**src/rtl/mem_arbiter_pkg.sv**
```systemverilog
// -----------------------------------------------------------------------------
// mem_arbiter_pkg
// Shared types for the memory-port arbiter:
//   mem_in_type   request bundle toward memory (valid pulse, instr/fence flags,
//                 address, write data, byte strobes)
//   mem_out_type  response bundle from memory (ready pulse, read data)
//   arb_state_t   arbiter state encoding (arb_idle / arb_busy_i / arb_busy_d)
// -----------------------------------------------------------------------------
package mem_arbiter_pkg;

   typedef struct packed {
      logic        mem_valid;
      logic        mem_instr;
      logic        mem_fence;
      logic [31:0] mem_addr;
      logic [31:0] mem_wdata;
      logic [3:0]  mem_wstrb;
   } mem_in_type;

   typedef struct packed {
      logic        mem_ready;
      logic [31:0] mem_rdata;
   } mem_out_type;

   typedef enum logic [1:0] {
      arb_idle   = 2'd0,
      arb_busy_i = 2'd1,
      arb_busy_d = 2'd2
   } arb_state_t;

   localparam mem_in_type MEM_IN_ZERO = '{
      mem_valid: 1'b0,
      mem_instr: 1'b0,
      mem_fence: 1'b0,
      mem_addr:  32'h0000_0000,
      mem_wdata: 32'h0000_0000,
      mem_wstrb: 4'h0
   };

   localparam mem_out_type MEM_OUT_ZERO = '{
      mem_ready: 1'b0,
      mem_rdata: 32'h0000_0000
   };

endpackage

```
**src/rtl/mem_arbiter.sv**
```systemverilog
// -----------------------------------------------------------------------------
// mem_arbiter
// Shares one external memory port between instruction fetch (imem) and the
// data path (dmem, fed by the writebuffer). One-cycle request pulses from each
// side are captured, one access is granted at a time, and the memory response
// is routed back to the owner with no added latency.
//
// Ports:
//   clk       clock
//   rst       asynchronous active-low reset
//   imem_in   fetch request (mem_valid pulse)
//   imem_out  fetch response
//   dmem_in   data request (load/store/fence)
//   dmem_out  data response
//   mem_out   response from memory
//   mem_in    request to memory
//
// Parameter:
//   starve_limit  max consecutive data grants while a fetch waits (>= 1)
//
// Build option:
//   MEM_ARBITER_ROUND_ROBIN_EN  when defined, contention alternates between
//   the two sides instead of favouring data with a starvation limit.
// -----------------------------------------------------------------------------
module mem_arbiter
   import mem_arbiter_pkg::*;
#(
   parameter int starve_limit = 4
)
(
   input  logic        clk,
   input  logic        rst,
   input  mem_in_type  imem_in,
   output mem_out_type imem_out,
   input  mem_in_type  dmem_in,
   output mem_out_type dmem_out,
   input  mem_out_type mem_out,
   output mem_in_type  mem_in
);

   localparam int SW = $clog2(starve_limit + 1);
   localparam logic [SW-1:0] SCNT_MAX = SW'(starve_limit);

   typedef struct packed {
      arb_state_t    state;
      logic          ipend;
      logic          dpend;
      mem_in_type    ireq;
      mem_in_type    dreq;
      mem_in_type    act;     // request currently owning the memory port
`ifdef MEM_ARBITER_ROUND_ROBIN_EN
      logic          last_i;  // 1: fetch was granted last
`else
      logic [SW-1:0] scnt;    // data grants issued while a fetch was waiting
`endif
   } reg_type;

   localparam reg_type REG_RESET = '{
      state: arb_idle,
      ipend: 1'b0,
      dpend: 1'b0,
      ireq:  MEM_IN_ZERO,
      dreq:  MEM_IN_ZERO,
      act:   MEM_IN_ZERO,
`ifdef MEM_ARBITER_ROUND_ROBIN_EN
      last_i: 1'b0
`else
      scnt:  {SW{1'b0}}
`endif
   };

   reg_type    r_r;
   reg_type    rin_s;
   mem_in_type isel_s;
   mem_in_type dsel_s;
   logic       icand_s;
   logic       dcand_s;
   logic       can_gnt_s;
   logic       pick_i_s;
   logic       gnt_i_s;
   logic       gnt_d_s;

   // Next-state, arbitration and output routing.
   always_comb begin
      reg_type v;
      v        = r_r;
      imem_out = MEM_OUT_ZERO;
      dmem_out = MEM_OUT_ZERO;
      mem_in   = MEM_IN_ZERO;
      can_gnt_s = 1'b0;

      // A pending request wins over a same-cycle pulse from the same side, so
      // a second pulse while pending never reaches memory.
      if (r_r.ipend) begin
         isel_s = r_r.ireq;
      end else begin
         isel_s = imem_in;
      end
      isel_s.mem_valid = 1'b1;
      isel_s.mem_instr = 1'b1;

      if (r_r.dpend) begin
         dsel_s = r_r.dreq;
      end else begin
         dsel_s = dmem_in;
      end
      dsel_s.mem_valid = 1'b1;
      dsel_s.mem_instr = 1'b0;

      // Same-cycle pulses count as candidates so an idle port grants at once.
      icand_s = r_r.ipend | imem_in.mem_valid;
      dcand_s = r_r.dpend | dmem_in.mem_valid;

      if (imem_in.mem_valid && !r_r.ipend) begin
         v.ipend = 1'b1;
         v.ireq  = imem_in;
      end else begin
         v.ireq  = r_r.ireq;
      end

      if (dmem_in.mem_valid && !r_r.dpend) begin
         v.dpend = 1'b1;
         v.dreq  = dmem_in;
      end else begin
         v.dreq  = r_r.dreq;
      end

      // The ready cycle of a busy access also frees the port for a new grant.
      case (r_r.state)
         arb_idle: begin
            can_gnt_s = 1'b1;
         end
         arb_busy_i: begin
            mem_in           = r_r.act;
            mem_in.mem_valid = 1'b0;
            if (mem_out.mem_ready) begin
               imem_out  = mem_out;
               can_gnt_s = 1'b1;
            end else begin
               can_gnt_s = 1'b0;
            end
         end
         arb_busy_d: begin
            mem_in           = r_r.act;
            mem_in.mem_valid = 1'b0;
            if (mem_out.mem_ready) begin
               dmem_out  = mem_out;
               can_gnt_s = 1'b1;
            end else begin
               can_gnt_s = 1'b0;
            end
         end
         default: begin
            can_gnt_s = 1'b1;
         end
      endcase

      if (icand_s && dcand_s) begin
`ifdef MEM_ARBITER_ROUND_ROBIN_EN
         pick_i_s = ~r_r.last_i;
`else
         pick_i_s = (r_r.scnt == SCNT_MAX);
`endif
      end else begin
         pick_i_s = icand_s;
      end

      // No grant may leak onto the memory port while reset is held.
      gnt_i_s = rst & can_gnt_s & icand_s & pick_i_s;
      gnt_d_s = rst & can_gnt_s & dcand_s & ~pick_i_s;

      if (gnt_i_s) begin
         mem_in  = isel_s;
         v.act   = isel_s;
         v.ipend = 1'b0;
         v.state = arb_busy_i;
      end else if (gnt_d_s) begin
         mem_in  = dsel_s;
         v.act   = dsel_s;
         v.dpend = 1'b0;
         v.state = arb_busy_d;
      end else if (can_gnt_s) begin
         v.state = arb_idle;
      end else begin
         v.state = r_r.state;
      end

`ifdef MEM_ARBITER_ROUND_ROBIN_EN
      if (gnt_i_s) begin
         v.last_i = 1'b1;
      end else if (gnt_d_s) begin
         v.last_i = 1'b0;
      end else begin
         v.last_i = r_r.last_i;
      end
`else
      // Only data grants that bypass a waiting fetch count toward starvation.
      if (gnt_i_s || !icand_s) begin
         v.scnt = {SW{1'b0}};
      end else if (gnt_d_s && (r_r.scnt != SCNT_MAX)) begin
         v.scnt = r_r.scnt + SW'(1);
      end else begin
         v.scnt = r_r.scnt;
      end
`endif

      rin_s = v;
   end

   // State register with asynchronous active-low clear.
   always_ff @(posedge clk or negedge rst) begin
      if (!rst) begin
         r_r <= REG_RESET;
      end else begin
         r_r <= rin_s;
      end
   end

endmodule

```
**config.mk**
```make
export PLATFORM = sky130hd
export DESIGN_NAME = mem_arbiter
export DESIGN_NICKNAME = d
export VERILOG_FILES = /design/src/rtl/mem_arbiter_pkg.sv /design/src/rtl/mem_arbiter.sv
export SDC_FILE = /design/constraint.sdc
export NUM_CORES = 1
export LEC_CHECK = 0
export CORE_ASPECT_RATIO = 0.8
export CORE_UTILIZATION = 49
export CTS_BUF_LIST = sky130_fd_sc_hd__clkbuf_8 sky130_fd_sc_hd__clkbuf_16
export CTS_CLUSTER_DIAMETER = 30
export CTS_CLUSTER_SIZE = 20
export DETAILED_ROUTE_END_ITERATION = 6
export GPL_ROUTABILITY_DRIVEN = 0
export PLACE_DENSITY_LB_ADDON = 0.08
export SYNTH_ARGS = -nofsm -noshare
export SYNTH_HDL_FRONTEND = slang
export SYNTH_SLANG_ARGS = --single-unit
```
**constraint.sdc**
```tcl
create_clock -name clk -period 2.7 [get_ports clk]
set_input_delay 0.54 -clock clk [delete_from_list [all_inputs] [get_ports clk]]
set_output_delay 0.54 -clock clk [all_outputs]
set_load 0.02 [all_outputs]
```
==> impl_metrics.env, run 1 <==
export IMPL_wl_per_cell_um=22.2
export IMPL_instances_no_fill=1679
export IMPL_p_per_area_nw_per_um2=1410
export IMPL_p_leak_uw=0.00845
export IMPL_seq_area_frac_synth_pct=48.0
export IMPL_status="complete, but fails checks"
export IMPL_yosys_area_top_type="dfrtp_1"
export IMPL_rsz0062_at_grt="true"
export IMPL_path_cells="or2_4 > a21oi_4 > buf_12 > buf_16 > mux2_2 > o2bb2ai_4 > buf_6"
export IMPL_ctsHtreeMaxLevel=2
export IMPL_fin_util_pct=81.7
export IMPL_numCtsBuffers=44
export IMPL_ys_async_sr_fraction_pct=100
export IMPL_clkTransAtPathRegs_ns=0.05
export IMPL_fp_dieW_um=171
export IMPL_crit_family="buffers and inverters"
export IMPL_slew_violations=0
export IMPL_grt_usage_pct=30.2
export IMPL_critPathArrivalTime_ns=2.46
export IMPL_yosys_warnings=0
export IMPL_drt_iter0_drc=520
export IMPL_synth_top_cells_by_count="215 x dfrtp_1, 206 x mux2_2, 70 x nand2_1, 69 x mux2i_1, 64 x and3_1"
export IMPL_via_count=9594
export IMPL_critical_path_max_stage_delay_ns=0.47
export IMPL_design_area_um2=18300
export IMPL_ys_ff_latch=215
export IMPL_vdd_drop_max_mv=0.780
export IMPL_crit_fanout=7
export IMPL_highest_layer="met4"
export IMPL_critPathBufInv=3
export IMPL_cts_sinks=215
export IMPL_route_met3_wl_um=2820
export IMPL_std_cell_rows=49
export IMPL_cts_tree="yes"
export IMPL_grt_pass1_wl_um=54000
export IMPL_cts_root_buf="clkbuf_16"
export IMPL_yosys_top_cells_area="dfrtp_1 48%, mux2_2 21%, mux2i_1 6.2%, o2bb2ai_1 4.6%, a22oi_1 3.9%"
export IMPL_synthMostInstantiatedCell="dfrtp_1"
export IMPL_hold_buffers=0
export IMPL_drive_gt1_share_pct=41.1
export IMPL_clock_path_buffers=3
export IMPL_route_met2_wl_um=18300
export IMPL_syn2layout_area_growth_pct=63.4
export IMPL_syn_nets=1137
export IMPL_period_minus_slack_ns=3.00
export IMPL_ioPinCount=314
export IMPL_core_area_um2=22400
export IMPL_violations="negative setup slack"
export IMPL_detail_route_antenna_nets=0
export IMPL_port_buffers=311
export IMPL_worst_pin_slew_ns=0.900
export IMPL_synth_edf_count=0
export IMPL_final_nets=1519
export IMPL_cp_required_ns=2.16
export IMPL_wl_met1_um=15000
export IMPL_largest_register_ffs=215
export IMPL_via_per_inst=5.71
export IMPL_post_dp_hpwl_um=21900
export IMPL_skew_ns=0.0246
export IMPL_hp_class="input pin to asynchronous set/reset pin"
export IMPL_power_uw=25800
export IMPL_yosysTopAreaCellShare_pct=48.0
export IMPL_start_util_pct=50.0
export IMPL_timing_final_crit_share_pct=111
export IMPL_wl_um=37200
export IMPL_post_dp_cell_area_um2=15200
export IMPL_drc_errors=0
export IMPL_drtPass1Iterations=5
export IMPL_dp_cells=1559
export IMPL_antenna_found_initial=1
export IMPL_critPathLaunchType="flop"
export IMPL_worstSkewPairLatency_ns=0.53
export IMPL_finalSetupViolCount=70
export IMPL_avgSynthCellArea_um2=11.7
export IMPL_reg_top3="r_r (215)"
export IMPL_relSlewSlack_pct=40.0
export IMPL_regMostFlops="r_r"
export IMPL_grt_pass1_vias=9510
export IMPL_cap_violations=0
export IMPL_synth_area_um2=11200
export IMPL_crit_type="flop to primary output"
export IMPL_die_h_um=137
export IMPL_dieArea_um2=23500
export IMPL_setup_tns_final_ns=-16.34
export IMPL_timing_fmax_mhz=333
export IMPL_synth_cells=956
export IMPL_cpMaxStageDelayCell="dfrtp_4"
export IMPL_synthFlopType="dfrtp_1"
export IMPL_hold_viol_final=0
export IMPL_synth_cell_type_count=33
export IMPL_grt_max_degree=152
export IMPL_fin_ws_ns=-0.303
export IMPL_grt_ovfl_total=0
export IMPL_endpoint_kind="primary output"
## final timing paths
path	cells past startpoint	start	slack [ns]	to
min reg2reg	2	r_r[14]	0.49	r_r[14]
max	7	r_r[216]	-0.30	mem_in[19]
max reg2reg	7	r_r[219]	0.47	r_r[10]
max in group asynchronous	3	rst	1.13	r_r[193]
min in group clk	2	r_r[14]	0.49	r_r[14]
min	2	rst	0.19	r_r[148]
## cells by family after synthesis
logic type / synth area share (%)
compound gates: 13.7
buf+inv: 3.95
simple gates: 7.03
mux: 26.9
fa+ha+maj: 0.446
flops: 48.0
## report_power, final
part           switching, uW  internal (uW)
combinational           6680           7640
sequential              1020           4860
clock                   1770           3860
total                   9470          16400
## repair_timing
item	in CTS	in global routing
setup buffers	24	8
endpoints found under the setup margin	130	83
pin swaps	28	19
cloned	6	4
hold endpoints to repair	0	0
resized for setup	536	127
## worst register-to-register path, stage by stage, from the launching register on
cell and delay (ns):
dfrtp_1 0.40, ha_4 0.31, o21ai_4 0.05, a21o_2 0.21, buf_4 0.13, buf_4 0.12, buf_4 0.39, a221o_1 0.50
## cell usage in the layout, fill, tap and decap left out, types with 32 or more instances in the layout
cell,n
nand2_1,68
buf_12,32
dfrtp_1,213
mux2_2,157
mux2i_1,69
and3_1,64
buf_4,74
buf_6,73
clkbuf_16,49
a22oi_1,59
clkdlybuf4s50_1,194
o2bb2ai_2,34
mux2_4,50
o21ai_0,58
## routing by layer
metal	GRT usage [%]	up-vias
li1	-	4357
met1	36.9	4812
met2	51.1	356
met3	8.30	69
met4	10.9	0
met5	0	-
## final cells by class
class	instances	area (um2)
Antenna cell	2	5.00
Fill cell	1259	4120
Clock inverter	29	353
Clock buffer	50	1210
Multi-Input combinational cell	648	6360
Sequential cell	215	5390
Timing Repair Buffer	424	4610
Inverter	5	18.8
Tap cell	306	383
## stage by stage
step / hold WS, ns / worst slack, ns
detailed placement: 0.473 / -0.789
CTS: 0.229 / -0.287
floorplan: 0.244 / 0.218
finish: 0.188 / -0.303
global route: 0.257 / -0.344
global placement: 0.465 / -0.775
(Power assumes the default switching activity.)
==> run 2: changes to the inputs <==
--- a/config.mk
+++ b/config.mk
@@ -7,3 +7,2 @@
 export LEC_CHECK = 0
-export CORE_ASPECT_RATIO = 0.8
 export CORE_UTILIZATION = 49
--- a/constraint.sdc
+++ b/constraint.sdc
@@ -3,2 +3,2 @@
 set_output_delay 0.54 -clock clk [all_outputs]
-set_load 0.02 [all_outputs]
+set_load 0.005 [all_outputs]
==> impl_metrics.env, run 2 (synthesized netlist as in run 1, its figures left out) <==
export IMPL_via_count=9967
export IMPL_path_cells="or2_4 > a21oi_4 > buf_6 > buf_6 > buf_12 > buf_12 > buf_12 > mux2_4 > o2bb2ai_2 > buf_2"
export IMPL_final_nets=1546
export IMPL_met2_usage_pct=56.0
export IMPL_grt_pass1_vias=10400
export IMPL_worst_r2r_path_depth=10
export IMPL_crit_family="buffers and inverters"
export IMPL_grt_use_met3_pct=7.80
export IMPL_regMostFlops="r_r"
export IMPL_design_area_um2=18300
export IMPL_die_h_um=153
export IMPL_grt_ovfl_total=0
export IMPL_setup_tns_final_ns=-21.94
export IMPL_numCtsBuffers=48
export IMPL_clkTransAtPathRegs_ns=0.05
export IMPL_drc_errors=0
export IMPL_port_buffers=311
export IMPL_reg_top3="r_r (215)"
export IMPL_post_dp_hpwl_um=22200
export IMPL_crit_type="flop to primary output"
export IMPL_largest_register_ffs=215
export IMPL_grt_util_met1_pct=37.4
export IMPL_hold_viol_final=0
export IMPL_core_area_um2=22200
export IMPL_finalSetupViolCount=71
export IMPL_timing_fmax_mhz=321
export IMPL_worst_pin_slew_ns=0.983
export IMPL_violations="negative setup slack"
export IMPL_syn2layout_area_growth_pct=62.8
export IMPL_dieArea_um2=23500
export IMPL_critPathBufInv=6
export IMPL_wl_um=39100
export IMPL_layout_common_cells="213 x dfrtp_1, 205 x clkdlybuf4s50_1, 150 x mux2_2, 69 x mux2i_1, 68 x nand2_1"
export IMPL_dp_cells=1522
export IMPL_vdd_drop_max_mv=0.786
export IMPL_hp_class="input pin to asynchronous set/reset pin"
export IMPL_ioPinCount=314
export IMPL_period_minus_slack_ns=3.11
export IMPL_crit_fanout=6
export IMPL_p_leak_uw=0.00874
export IMPL_power_uw=25000
export IMPL_ff2ff_setup_slack_ns=0.54
export IMPL_slew_violations=0
export IMPL_grt_pass1_wl_um=58900
export IMPL_grt_busiest_layer="met2"
export IMPL_r2r_start="r_r[216]"
export IMPL_rsz0062_at_grt="true"
export IMPL_fillers=1242
export IMPL_critPathLaunchType="flop"
export IMPL_crit_top_cell="buf_12"
export IMPL_cts_root_buf="clkbuf_16"
export IMPL_relSlewSlack_pct=34.5
export IMPL_clock_path_buffers=3
export IMPL_post_dp_cell_area_um2=15000
export IMPL_cap_violations=0
export IMPL_endpoint_kind="primary output"
export IMPL_fp_dieW_um=153
export IMPL_via_per_inst=5.91
export IMPL_worstSkewPairLatency_ns=0.53
export IMPL_cts_tree="yes"
export IMPL_ctsHtreeMaxLevel=2
export IMPL_antenna_found_initial=5
export IMPL_cp_required_ns=2.16
export IMPL_wl_per_cell_um=23.2
export IMPL_drt_iter0_drc=532
export IMPL_cts_sinks=215
export IMPL_std_cell_rows=54
export IMPL_p_per_area_nw_per_um2=1370
export IMPL_r2r_end="r_r[33]"
export IMPL_critical_path_max_stage_delay_ns=0.47
export IMPL_start_util_pct=50.6
export IMPL_detail_route_antenna_nets=0
export IMPL_fin_ws_ns=-0.413
export IMPL_critPathArrivalTime_ns=2.57
export IMPL_drtPass1Iterations=5
export IMPL_status="complete, but fails checks"
export IMPL_skew_ns=0.0177
export IMPL_grt_max_degree=76
export IMPL_drive_gt1_share_pct=41.3
export IMPL_fin_util_pct=82.4
export IMPL_grt_usage_pct=32.3
export IMPL_instances_no_fill=1686
export IMPL_final_common_cell="dfrtp_1"
export IMPL_timing_final_crit_share_pct=115
export IMPL_cpMaxStageDelayCell="dfrtp_4"
==> run 2: changes by cell type in the layout (fill, tap and decap cells not counted), moves of 12 or more <==
cell / before / now
buf_4: 74 / 61
buf_2: 0 / 62
buf_6: 73 / 37
dlygate4sd2_1: 6 / 18
o2bb2ai_4: 23 / 11
clkdlybuf4s15_1: 14 / 0
==> run 2: layout make-up <==
class / instances / area (um2) / share of cell area [%]
Inverter: 5 / 18.8 / 0.103
Tap cell: 280 / 350 / 1.92
Antenna cell: 5 / 12.5 / 0.0685
Clock inverter: 28 / 355 / 1.95
Multi-Input combinational cell: 648 / 6220 / 34.1
Sequential cell: 215 / 5390 / 29.5
Timing Repair Buffer: 447 / 4560 / 25.0
Clock buffer: 58 / 1350 / 7.40
==> run 2: worst max-delay path by stage <==
stage                           start          to  slack (ns)  cells past startpoint
final                        r_r[216]  mem_in[40]       -0.41                     10
after global routing           r_r[0]  mem_in[41]       -0.47                     12
after CTS                    r_r[216]  mem_in[36]       -0.43                     10
after detailed placement  dmem_in[70]  mem_in[36]       -0.74                      8
after global placement    dmem_in[70]  mem_in[56]       -0.68                      8
after floorplan              r_r[218]  mem_in[58]        0.37                     10
==> run 2: worst register-to-register path, cell delays in order, from the launching register on <==
cell and delay (ns):
dfrtp_4 0.47, or2_4 0.26, a21oi_4 0.15, buf_6 0.12, buf_6 0.10, buf_12 0.11
buf_16 0.14, mux2_4 0.32, buf_4 0.14, buf_4 0.13, o21ai_0 0.16
==> run 2: metrics by stage <==
| stage | setup WS [ns] | hold slack, ns |
|---|---|---|
| floorplan | 0.366 | 0.244 |
| global placement | -0.676 | 0.450 |
| detailed placement | -0.738 | 0.452 |
| CTS | -0.426 | 0.227 |
| global route | -0.473 | 0.279 |
| finish | -0.413 | 0.218 |
==> run 2: timing repair <==
item,4_1_cts,5_1_grt
pin swaps,58,25
endpoints found under the setup margin,137,84
hold endpoints to repair,14,0
resized for setup,462,74
setup buffers,42,27
hold buffers,1,0
cloned,8,2
==> run 2: where the power goes <==
group          switching (uW)  leakage [uW]  internal, uW  total, uW
logic                    5700       0.00530          7290      13000
clock network            1820      0.000848          4270       6090
registers                1030       0.00258          4860       5890
total                    8540       0.00874         16400      25000
==> run 2: layer usage <==
layer / routed length [um] / vias up
met5: 0 / -
met4: 1630 / 0
met3: 2560 / 95
met2: 20000 / 382
met1: 15000 / 5082
li1: - / 4408
